--- src/rtl/instr_sequencer_pkg.sv ---
// cpu_pkg: shared types and encodings for the RISC control sequencer.
//   state_e  - sequencer states, one per datapath step
//   iclass_e - decoded instruction class
//   opcode/op field values, one-hot nsel codes, ALU op codes
package cpu_pkg;

  typedef enum logic [2:0] {
    WAIT, DECODE, WRITE_IMM, GET_A, GET_B, EXEC, WRITE_REG
  } state_e;

  typedef enum logic [2:0] {
    C_ILLEGAL, C_MOV_IMM, C_MOV_REG, C_ADD, C_CMP, C_AND, C_MVN
  } iclass_e;

  localparam logic [2:0] OPC_MOV    = 3'b110;
  localparam logic [2:0] OPC_ALU    = 3'b101;
  localparam logic [1:0] OP_MOV_IMM = 2'b10;
  localparam logic [1:0] OP_MOV_REG = 2'b00;
  localparam logic [1:0] OP_ADD     = 2'b00;
  localparam logic [1:0] OP_CMP     = 2'b01;
  localparam logic [1:0] OP_AND     = 2'b10;
  localparam logic [1:0] OP_MVN     = 2'b11;

  localparam logic [2:0] NSEL_NONE = 3'b000;
  localparam logic [2:0] NSEL_RN   = 3'b001;
  localparam logic [2:0] NSEL_RD   = 3'b010;
  localparam logic [2:0] NSEL_RM   = 3'b100;

  localparam logic [1:0] ALU_ADD  = 2'b00;
  localparam logic [1:0] ALU_SUB  = 2'b01;
  localparam logic [1:0] ALU_AND  = 2'b10;
  localparam logic [1:0] ALU_NOTB = 2'b11;

endpackage

--- src/rtl/instr_sequencer_if.sv ---
// instr_sequencer_if: start handshake plus every datapath control line.
//   master - sequencer side: takes s/instr, drives w and all strobes
//   slave  - datapath / environment side
interface instr_sequencer_if;
  logic        s;
  logic [15:0] instr;
  logic        w;
  logic [2:0]  nsel;
  logic [2:0]  readnum;
  logic [2:0]  writenum;
  logic        write;
  logic        vsel;
  logic        loada;
  logic        loadb;
  logic        loadc;
  logic        loads;
  logic        asel;
  logic [1:0]  alu_op;
  logic [1:0]  shift;
  logic [15:0] sximm8;

  modport master (
    input  s, instr,
    output w, nsel, readnum, writenum, write, vsel,
           loada, loadb, loadc, loads, asel, alu_op, shift, sximm8
  );

  modport slave (
    output s, instr,
    input  w, nsel, readnum, writenum, write, vsel,
           loada, loadb, loadc, loads, asel, alu_op, shift, sximm8
  );
endinterface

--- src/rtl/instr_sequencer_decoder.sv ---
// instr_decoder: combinational IR field split and classification.
//   ir       in  16  latched instruction
//   nsel     in  3   one-hot register select from the sequencer
//   op       out 2   IR[12:11]
//   iclass   out     instruction class (C_ILLEGAL for unknown encodings)
//   readnum/writenum out 3  register field picked by nsel (0 when none)
//   sximm8   out 16  sign-extended IR[7:0]
//   shift    out 2   IR[4:3]
module instr_decoder
  import cpu_pkg::*;
(
  input  logic [15:0] ir,
  input  logic [2:0]  nsel,
  output logic [1:0]  op,
  output iclass_e     iclass,
  output logic [2:0]  readnum,
  output logic [2:0]  writenum,
  output logic [15:0] sximm8,
  output logic [1:0]  shift
);

  logic [2:0] opcode, rn, rd, rm, regnum;

  assign opcode = ir[15:13];
  assign op     = ir[12:11];
  assign rn     = ir[10:8];
  assign rd     = ir[7:5];
  assign shift  = ir[4:3];
  assign rm     = ir[2:0];
  assign sximm8 = {{8{ir[7]}}, ir[7:0]};

  always_comb begin
    iclass = C_ILLEGAL;
    if (opcode == OPC_MOV) begin
      if (op == OP_MOV_IMM)      iclass = C_MOV_IMM;
      else if (op == OP_MOV_REG) iclass = C_MOV_REG;
    end else if (opcode == OPC_ALU) begin
      case (op)
        OP_ADD:  iclass = C_ADD;
        OP_CMP:  iclass = C_CMP;
        OP_AND:  iclass = C_AND;
        default: iclass = C_MVN;
      endcase
    end
  end

  always_comb begin
    case (nsel)
      NSEL_RN: regnum = rn;
      NSEL_RD: regnum = rd;
      NSEL_RM: regnum = rm;
      default: regnum = 3'b000;
    endcase
  end

  // Read and write ports share one address mux.
  assign readnum  = regnum;
  assign writenum = regnum;

endmodule

--- src/rtl/instr_sequencer.sv ---
// instr_sequencer: Moore control FSM for the multi-cycle RISC datapath.
//   clk    in  rising-edge clock
//   reset  in  synchronous active-high, returns to WAIT and clears IR
//   bus    instr_sequencer_if.master: s/instr in, w and datapath strobes out
module instr_sequencer
  import cpu_pkg::*;
(
  input  logic               clk,
  input  logic               reset,
  instr_sequencer_if.master  bus
);

  state_e     state, state_nx;
  logic [15:0] ir;
  logic [2:0]  nsel;
  logic [1:0]  op;
  iclass_e     iclass;

  instr_decoder u_dec (
    .ir       (ir),
    .nsel     (nsel),
    .op       (op),
    .iclass   (iclass),
    .readnum  (bus.readnum),
    .writenum (bus.writenum),
    .sximm8   (bus.sximm8),
    .shift    (bus.shift)
  );

  // IR only loads on an accepted start, so s while busy is ignored.
  always_ff @(posedge clk) begin
    if (reset) begin
      state <= WAIT;
      ir    <= '0;
    end else begin
      state <= state_nx;
      if (state == WAIT && bus.s) ir <= bus.instr;
    end
  end

  always_comb begin
    state_nx = state;
    case (state)
      WAIT:      if (bus.s) state_nx = DECODE;
      DECODE: begin
        case (iclass)
          C_MOV_IMM:               state_nx = WRITE_IMM;
          C_MOV_REG, C_MVN:        state_nx = GET_B;
          C_ADD, C_CMP, C_AND:     state_nx = GET_A;
          default:                 state_nx = WAIT;
        endcase
      end
      WRITE_IMM: state_nx = WAIT;
      GET_A:     state_nx = GET_B;
      GET_B:     state_nx = EXEC;
      EXEC:      state_nx = (iclass == C_CMP) ? WAIT : WRITE_REG;
      WRITE_REG: state_nx = WAIT;
      default:   state_nx = WAIT;
    endcase
  end

  always_comb begin
    bus.w     = 1'b0;
    nsel      = NSEL_NONE;
    bus.write = 1'b0;
    bus.vsel  = 1'b0;
    bus.loada = 1'b0;
    bus.loadb = 1'b0;
    bus.loadc = 1'b0;
    bus.loads = 1'b0;
    bus.asel  = 1'b0;
    case (state)
      WAIT:      bus.w = 1'b1;
      WRITE_IMM: begin nsel = NSEL_RN; bus.vsel = 1'b1; bus.write = 1'b1; end
      GET_A:     begin nsel = NSEL_RN; bus.loada = 1'b1; end
      GET_B:     begin nsel = NSEL_RM; bus.loadb = 1'b1; end
      EXEC: begin
        bus.loadc = 1'b1;
        // MOV_REG and MVN ignore Rn: zero the A operand.
        bus.asel  = (iclass == C_MOV_REG) || (iclass == C_MVN);
        bus.loads = (iclass == C_CMP);
      end
      WRITE_REG: begin nsel = NSEL_RD; bus.write = 1'b1; end
      default:   ;
    endcase
  end

  assign bus.nsel = nsel;

  // ALU op depends only on IR, so it is stable across the whole instruction.
  always_comb begin
    case (iclass)
      C_ADD, C_CMP, C_AND, C_MVN: bus.alu_op = op;
      default:                    bus.alu_op = ALU_ADD;
    endcase
  end

endmodule

--- src/flat_wrapper.sv ---
// flat-port wrapper written by rule: the top's interface ports become plain ports
module instr_sequencer_flat import cpu_pkg::*;
  (clk, reset, bus_s, bus_instr, bus_w, bus_nsel, bus_readnum, bus_writenum, bus_write, bus_vsel, bus_loada, bus_loadb, bus_loadc, bus_loads, bus_asel, bus_alu_op, bus_shift, bus_sximm8);
  instr_sequencer_if bus_i ();
  input  logic clk;
  input  logic reset;
  input wire logic [$bits(bus_i.s)-1:0] bus_s;
  input wire logic [$bits(bus_i.instr)-1:0] bus_instr;
  output wire logic [$bits(bus_i.w)-1:0] bus_w;
  output wire logic [$bits(bus_i.nsel)-1:0] bus_nsel;
  output wire logic [$bits(bus_i.readnum)-1:0] bus_readnum;
  output wire logic [$bits(bus_i.writenum)-1:0] bus_writenum;
  output wire logic [$bits(bus_i.write)-1:0] bus_write;
  output wire logic [$bits(bus_i.vsel)-1:0] bus_vsel;
  output wire logic [$bits(bus_i.loada)-1:0] bus_loada;
  output wire logic [$bits(bus_i.loadb)-1:0] bus_loadb;
  output wire logic [$bits(bus_i.loadc)-1:0] bus_loadc;
  output wire logic [$bits(bus_i.loads)-1:0] bus_loads;
  output wire logic [$bits(bus_i.asel)-1:0] bus_asel;
  output wire logic [$bits(bus_i.alu_op)-1:0] bus_alu_op;
  output wire logic [$bits(bus_i.shift)-1:0] bus_shift;
  output wire logic [$bits(bus_i.sximm8)-1:0] bus_sximm8;
  assign bus_i.s = bus_s;
  assign bus_i.instr = bus_instr;
  assign bus_w = bus_i.w;
  assign bus_nsel = bus_i.nsel;
  assign bus_readnum = bus_i.readnum;
  assign bus_writenum = bus_i.writenum;
  assign bus_write = bus_i.write;
  assign bus_vsel = bus_i.vsel;
  assign bus_loada = bus_i.loada;
  assign bus_loadb = bus_i.loadb;
  assign bus_loadc = bus_i.loadc;
  assign bus_loads = bus_i.loads;
  assign bus_asel = bus_i.asel;
  assign bus_alu_op = bus_i.alu_op;
  assign bus_shift = bus_i.shift;
  assign bus_sximm8 = bus_i.sximm8;
  instr_sequencer u_core (.clk(clk), .reset(reset), .bus(bus_i));
endmodule
--- config.mk ---
export PLATFORM = sky130hd
export DESIGN_NAME = instr_sequencer_flat
export DESIGN_NICKNAME = d
export VERILOG_FILES = /design/src/rtl/instr_sequencer_pkg.sv /design/src/rtl/instr_sequencer_if.sv /design/src/rtl/instr_sequencer_decoder.sv /design/src/rtl/instr_sequencer.sv /design/src/flat_wrapper.sv
export SDC_FILE = /design/constraint.sdc
export NUM_CORES = 1
export LEC_CHECK = 0
export CAP_MARGIN = 5
export CORE_ASPECT_RATIO = 0.6
export CORE_UTILIZATION = 40
export CTS_BUF_LIST = sky130_fd_sc_hd__clkbuf_4 sky130_fd_sc_hd__clkbuf_8
export DETAILED_ROUTE_END_ITERATION = 10
export PLACE_DENSITY = 0.84
export SLEW_MARGIN = 0
export SYNTH_ARGS = -nofsm -noshare
export SYNTH_HDL_FRONTEND = slang
export SYNTH_HIERARCHICAL = 1
export SYNTH_SLANG_ARGS = --single-unit
--- constraint.sdc ---
create_clock -name clk -period 4.09 [get_ports clk]
set_input_delay 0.818 -clock clk [delete_from_list [all_inputs] [get_ports clk]]
set_output_delay 0.818 -clock clk [all_outputs]
set_load 0.005 [all_outputs]
==> results of run 1 <==
logic make-up (layout without fill, tap and decap cells):
group | count (synthesis) | in the layout
AND/OR/NAND/NOR | 74 | 74
buffers and inverters | 36 | 63
AO/OA/AOI/OAI | 31 | 31
flip-flops | 19 | 19
adder cells (fa/ha/maj) | 2 | 2
state kept, by name (all words and copies together) (netlist names):
register / flops
u_core/ir: 16
u_core/state: 3
through the flow:
stage          power [mW]  instances  cell area (sq um)  hold WS, ps
2_1_floorplan      0.2593        162               1235        436.9
3_3_place_gp       0.2841        227               1599        447.5
3_5_place_dp       0.2850        227               1599        450.3
4_1_cts            0.4125        231               1645        460.6
5_1_grt            0.4293        231               1645        476.7
6_report           0.4082        231               1645        460.7
worst min path at each step:
stage	slack, ps	depth (start not counted)	to
after floorplan	440	2	u_core/ir[9]
after global placement	450	2	u_core/ir[9]
after detailed placement	450	2	u_core/ir[9]
after CTS	460	2	u_core/ir[9]
after global routing	480	2	u_core/ir[9]
final	460	2	u_core/ir[9]
layout by cell type, fill, tap and decap left out, types with 2 or more instances in the layout:
master           instances
clkdlybuf4s50_1         55
nand2_1                 41
dfxtp_1                 19
a21oi_1                 18
and2_1                   7
nor2_1                   6
nor2b_1                  6
clkbuf_8                 3
inv_1                    3
nor4bb_1                 3
nor3_1                   2
a21boi_0                 2
nor3b_1                  2
o21bai_1                 2
o21ai_0                  2
a31oi_1                  2
o22ai_1                  2
ha_1                     2
report_power, final:
part           switching, mW  total, mW  internal, mW
Sequential           0.00986      0.205         0.195
Clock                 0.0607      0.128        0.0676
Combinational         0.0276     0.0747        0.0470
metal layers:
layer  share of wire  wire length, um  vias to the layer above  GRT usage
met2            0.43             1030                       40     0.2367
met3           0.061              147                        2    0.04911
met1            0.50             1201                      481     0.2050
li1                -                -                      570          -
met4          0.0054               13                        0    0.03462
met5               0                0                        -          0
worst max-delay path, delay by kind of cell, from the launching register on:
family / cells / cell delay (ps)
AOI/OAI and AO/OA: 1 / 100
buffers and inverters: 2 / 570
DFF: 1 / 590
and+or+nand+nor: 3 / 1060
area by class of cell:
type,count,area (sq um),area share
sequential,19,380.4,0.2312
multi-input combinational,107,600.6,0.3650
timing repair buffer,55,550.5,0.3346
inverter,4,15.01,0.009125
clock buffer,3,41.29,0.02510
tap,42,52.55,0.03194
clock inverter,1,5.005,0.003042
==> flow_metrics.py, run 1 <==
metrics = {
    "clocking": {
        "htree_levels": 1,
        "cts_setup_buffers": 0,
        "clockBufferDepth": 2,
        "holdBufCountCts": 0,
        "cts.sinks": 19,
        "cts_root_buf": "clkbuf_8",
        "cts_buffers": 3,
        "path_clk_slew_ps": 70,
        "cts_tree": "built",
        "clock_latency_ps": 250,
        "cts-resized-gates": 0,
    },
    "route": {
        "routed_wirelength_um": 2393,
        "vias": 1093,
        "post_drt_wl_per_cell_um": 10.36,
        "via_per_inst": 4.732,
        "first_pass_iters": 6,
        "drtIter0Drc": 30,
        "antenna_left": 0,
        "route.detailed.drc": 0,
    },
    "setup_path": {
        "slowest_stage": "nor3_1",
        "crit_path_start_kind": "flip-flop",
        "cpPeakStageDelay_ps": 630,
        "rrSetupSlack_ps": 2170,
        "cp-endpoint": "bus_writenum[1]",
        "r2r-end": "u_core/state[2]",
        "worstPathMaxFanout": 12,
        "critPathRequiredTime_ps": 3270,
        "cp-end-kind": "output pin",
        "startpoint": "u_core/state[2]",
        "crit_type": "flip-flop to output pin",
        "worstPathCellList": "inv_2 > nor3_1 > nor3b_2 > a21oi_1 > nand2_1 > clkdlybuf4s50_1",
        "cp_data_arrival_time_ps": 2580,
        "r2r_start": "u_core/ir[11]",
        "rr_worst_depth": 6,
    },
    "timing": {
        "fmax_mhz": 294.1,
        "period_needed_ps": 3400,
        "fin_setup_tns_ps": 0,
        "setup_viol_count_final": 0,
        "fin_skew_ps": 4.146,
        "hold_viol": 0,
        "tightest_slew_ps": 774.1,
        "rsz0062_at_grt": "false",
        "finalCritPeriodShare": 0.8312,
        "slew_headroom": 0.4817,
        "setup_ws_ps": 690.3,
        "drv_slew": 0,
    },
    "synthesis": {
        "syn_avg_cell_area_sq_um": 7.623,
        "synthArstFlopShare": 0,
        "synthTopCellsByCount": "41 x nand2_1, 24 x buf_4, 19 x dfxtp_1, 18 x a21oi_1, 7 x and2_1",
        "synth_simple_gate_area_frac": 0.3171,
        "synth_seq_cells": 19,
        "yosys.cell_count.top_type": "nand2_1",
        "synth_edf_count": 0,
        "synth_ff_type": "dfxtp_1",
        "synth_top_family_by_area": "simple AND/OR/NAND/NOR gates",
        "synth_cells": 162,
        "synth_top_area_cell": "dfxtp_1",
        "synth-compound-area-share": 0.1489,
        "synth.area.mux_share": 0,
        "syn_nets": 183,
        "synth_warnings": 6,
        "synthTopCellsByArea": "dfxtp_1 31%, buf_4 15%, nand2_1 12%",
        "synthAdderAreaFrac": 0.02026,
        "yosys.area.top_type_share": 0.3080,
        "synth_xor_xnor_area_share": 0,
        "netlist_area_sq_um": 1235,
        "seq_area_frac_synth": 0.3080,
        "synthDistinctLibCells": 33,
    },
    "place": {
        "dp_hpwl_um": 1916,
        "place_congestion": 0.7632,
        "place_ws_ps": 984.9,
        "numPortBuffers": 55,
    },
    "global_route": {
        "grt_pass1_vias": 840,
        "antenna_found_initial": 0,
        "grt_pass1_wl_um": 3774,
        "grt_overflow": 0,
        "grtUsageTotal": 0.1512,
        "grt_max_degree": 19,
    },
    "worst_hold_path": {
        "hp-class": "flip-flop to flip-flop",
        "min-delay-start": "u_core/ir[9]",
    },
    "floorplan": {
        "rows": 15,
        "initial_utilization": 0.4245,
        "die_w_um": 73.73,
        "ios": 56,
        "core_sq_um": 2909,
        "die-area_sq_um": 3321,
        "die_h_um": 45.04,
    },
    "job": {
        "drv_cap": 0,
    },
    "cells_and_area": {
        "nets": 211,
        "areaGrowthSynthToFinish_pct": 33.23,
        "fillCellCount": 283,
        "antenna_cells": 0,
        "drive_gt1_frac": 0.04762,
        "finish.utilization": 0.5656,
    },
    "power": {
        "pwr_density_cell_nw_per_um2": 248.1,
        "ir_worst_vdd_mv": 0.1446,
        "p_leak_nw": 0.6124,
    },
    "run_status": {
        "status": "finished, final reports clean",
    },
}
Note: power is estimated with default switching activity, not from simulation.
==> inputs of run 2 (changes only) <==
CORE_UTILIZATION = 39   (was 40)
PLACE_DENSITY = 0.85   (was 0.84)
clock period = 2.9 ns   (was 4.09 ns; I/O delays follow)
==> flow_metrics.py, run 2 (synthesis results as in run 1) <==
metrics = {
    "run_status": {
        "status": "finished, final reports clean",
    },
    "route": {
        "vias": 1103,
        "routed_wirelength_um": 2491,
        "route.detailed.drc": 0,
        "first_pass_iters": 4,
        "drtIter0Drc": 40,
        "post_drt_wl_per_cell_um": 10.51,
        "antenna_left": 0,
        "via_per_inst": 4.654,
    },
    "worst_hold_path": {
        "min_to": "u_core/ir[11]",
        "min_path_cells": 2,
        "hp-class": "flip-flop to flip-flop",
        "min-delay-start": "u_core/ir[11]",
    },
    "setup_path": {
        "critPathRequiredTime_ps": 2320,
        "rr_worst_depth": 8,
        "cp_data_arrival_time_ps": 2160,
        "worstPathMaxFanout": 6,
        "crit_path_start_kind": "flip-flop",
        "r2r-end": "u_core/state[2]",
        "crit_type": "flip-flop to output pin",
        "rrSetupSlack_ps": 1040,
        "cp-end-kind": "output pin",
        "r2r_start": "u_core/ir[11]",
    },
    "global_route": {
        "grt_max_degree": 19,
        "grt_pass1_wl_um": 3864,
        "grtUsageTotal": 0.1527,
        "grt_overflow": 0,
        "grt_pass1_vias": 865,
        "antenna_found_initial": 0,
    },
    "cells_and_area": {
        "final_cell_mix": "55 x clkdlybuf4s50_1, 41 x nand2_1, 18 x a21oi_1",
        "reg_top3": "u_core/ir (16), u_core/state (3)",
        "final_common_cell": "clkdlybuf4s50_1",
        "top_register": "u_core/ir",
        "nets": 217,
        "drive_gt1_frac": 0.1077,
        "antenna_cells": 0,
        "largest_reg_flops": 16,
        "finish.utilization": 0.5788,
        "areaGrowthSynthToFinish_pct": 38.10,
    },
    "clocking": {
        "clock_latency_ps": 250,
        "cts_buffers": 3,
        "cts_setup_buffers": 0,
        "htree_levels": 1,
        "cts.sinks": 19,
        "holdBufCountCts": 0,
        "cts_tree": "built",
        "clockBufferDepth": 2,
        "path_clk_slew_ps": 70,
        "cts_root_buf": "clkbuf_8",
    },
    "timing": {
        "fin_setup_tns_ps": 0,
        "fin_skew_ps": 3.516,
        "rsz0062_at_grt": "false",
        "drv_slew": 0,
        "slew_headroom": 0.5577,
        "fmax_mhz": 365.6,
        "finalCritPeriodShare": 0.9432,
        "setup_viol_count_final": 0,
        "period_needed_ps": 2735,
        "hold_viol": 0,
        "tightest_slew_ps": 661.4,
    },
    "floorplan": {
        "die_w_um": 74.65,
        "core_sq_um": 2947,
        "ios": 56,
        "initial_utilization": 0.4191,
        "die-area_sq_um": 3403,
        "die_h_um": 45.59,
        "rows": 15,
    },
    "power": {
        "p_seq_frac": 0.495,
        "power_switching_mw": 0.1410,
        "ir_worst_vdd_mv": 0.2061,
        "sw_frac_of_total": 0.2425,
        "p_leak_nw": 0.6529,
        "share_comb_of_total_power": 0.193,
        "clkPwrFrac": 0.312,
        "pwr_density_cell_nw_per_um2": 341.0,
        "p_int_mw": 0.4405,
    },
    "job": {
        "drv_cap": 0,
    },
    "place": {
        "dp_hpwl_um": 1962,
        "place_congestion": 0.7998,
        "numPortBuffers": 55,
    },
}
==> run 2: cell count changes in the layout (fill, tap and decap cells not counted), sizes merged <==
cell,change
buf,+6
==> run 2: timing repair <==
action                     in CTS  in global routing
gates resized for setup         1                  6
setup endpoints to repair       1                  3
pin swaps                       0                  1
==> run 2: worst max-delay path: stages, from the launching register on <==
cell and delay (ps):
dfxtp_2 330, inv_1 60, ha_1 290, o22ai_1 150, and2_2 210, and3b_1 200, nor2_1 60, nor2b_1 100
clkdlybuf4s50_1 500
==> run 2: layout make-up <==
| class | count | area (sq um) |
|---|---|---|
| clock buffer | 3 | 41.29 |
| clock inverter | 1 | 5.005 |
| fill | 291 | 1241 |
| inverter | 4 | 15.01 |
| multi-input combinational | 107 | 613.1 |
| sequential | 19 | 382.9 |
| tap | 42 | 52.55 |
| timing repair buffer | 61 | 595.6 |
==> run 2: through the flow <==
stage	cells	setup WS [ps]	cell area [sq um]	total power [mW]	hold WS, ps
after floorplan	162	627.2	1235	0.3657	436.9
after global placement	233	325.5	1644	0.4038	446.9
after detailed placement	233	300.3	1644	0.4055	449.3
after CTS	237	98.40	1695	0.5903	459.8
after global routing	237	3.356	1705	0.6170	475.3
final	237	164.7	1705	0.5816	458.7
==> run 2: how the worst max path moves through the flow <==
| stage | cells after the start | startpoint | to |
|---|---|---|---|
| 4_1_cts | 8 | u_core/ir[12] | bus_alu_op[1] |
| 6_report | 8 | u_core/ir[11] | bus_alu_op[1] |
| 3_3_place_gp | 6 | u_core/ir[11] | bus_loads |
| 3_5_place_dp | 6 | u_core/ir[12] | bus_loads |
| 2_1_floorplan | 7 | u_core/state[2] | bus_writenum[1] |
| 5_1_grt | 8 | u_core/ir[11] | bus_loads |
==> run 2: layer usage <==
layer / routed length [um] / track usage
met1: 1241 / 0.2038
met2: 1095 / 0.2450
met3: 148 / 0.05310
met4: 6 / 0.02264
met5: 0 / 0
==> run 2: power by group through the flow <==
stage	combinational, mW	sequential (mW)	clock, mW
global placement	0.111	0.293	0
detailed placement	0.112	0.294	0
global route	0.125	0.290	0.202
CTS	0.113	0.287	0.190
floorplan	0.0755	0.290	0
finish	0.112	0.288	0.182
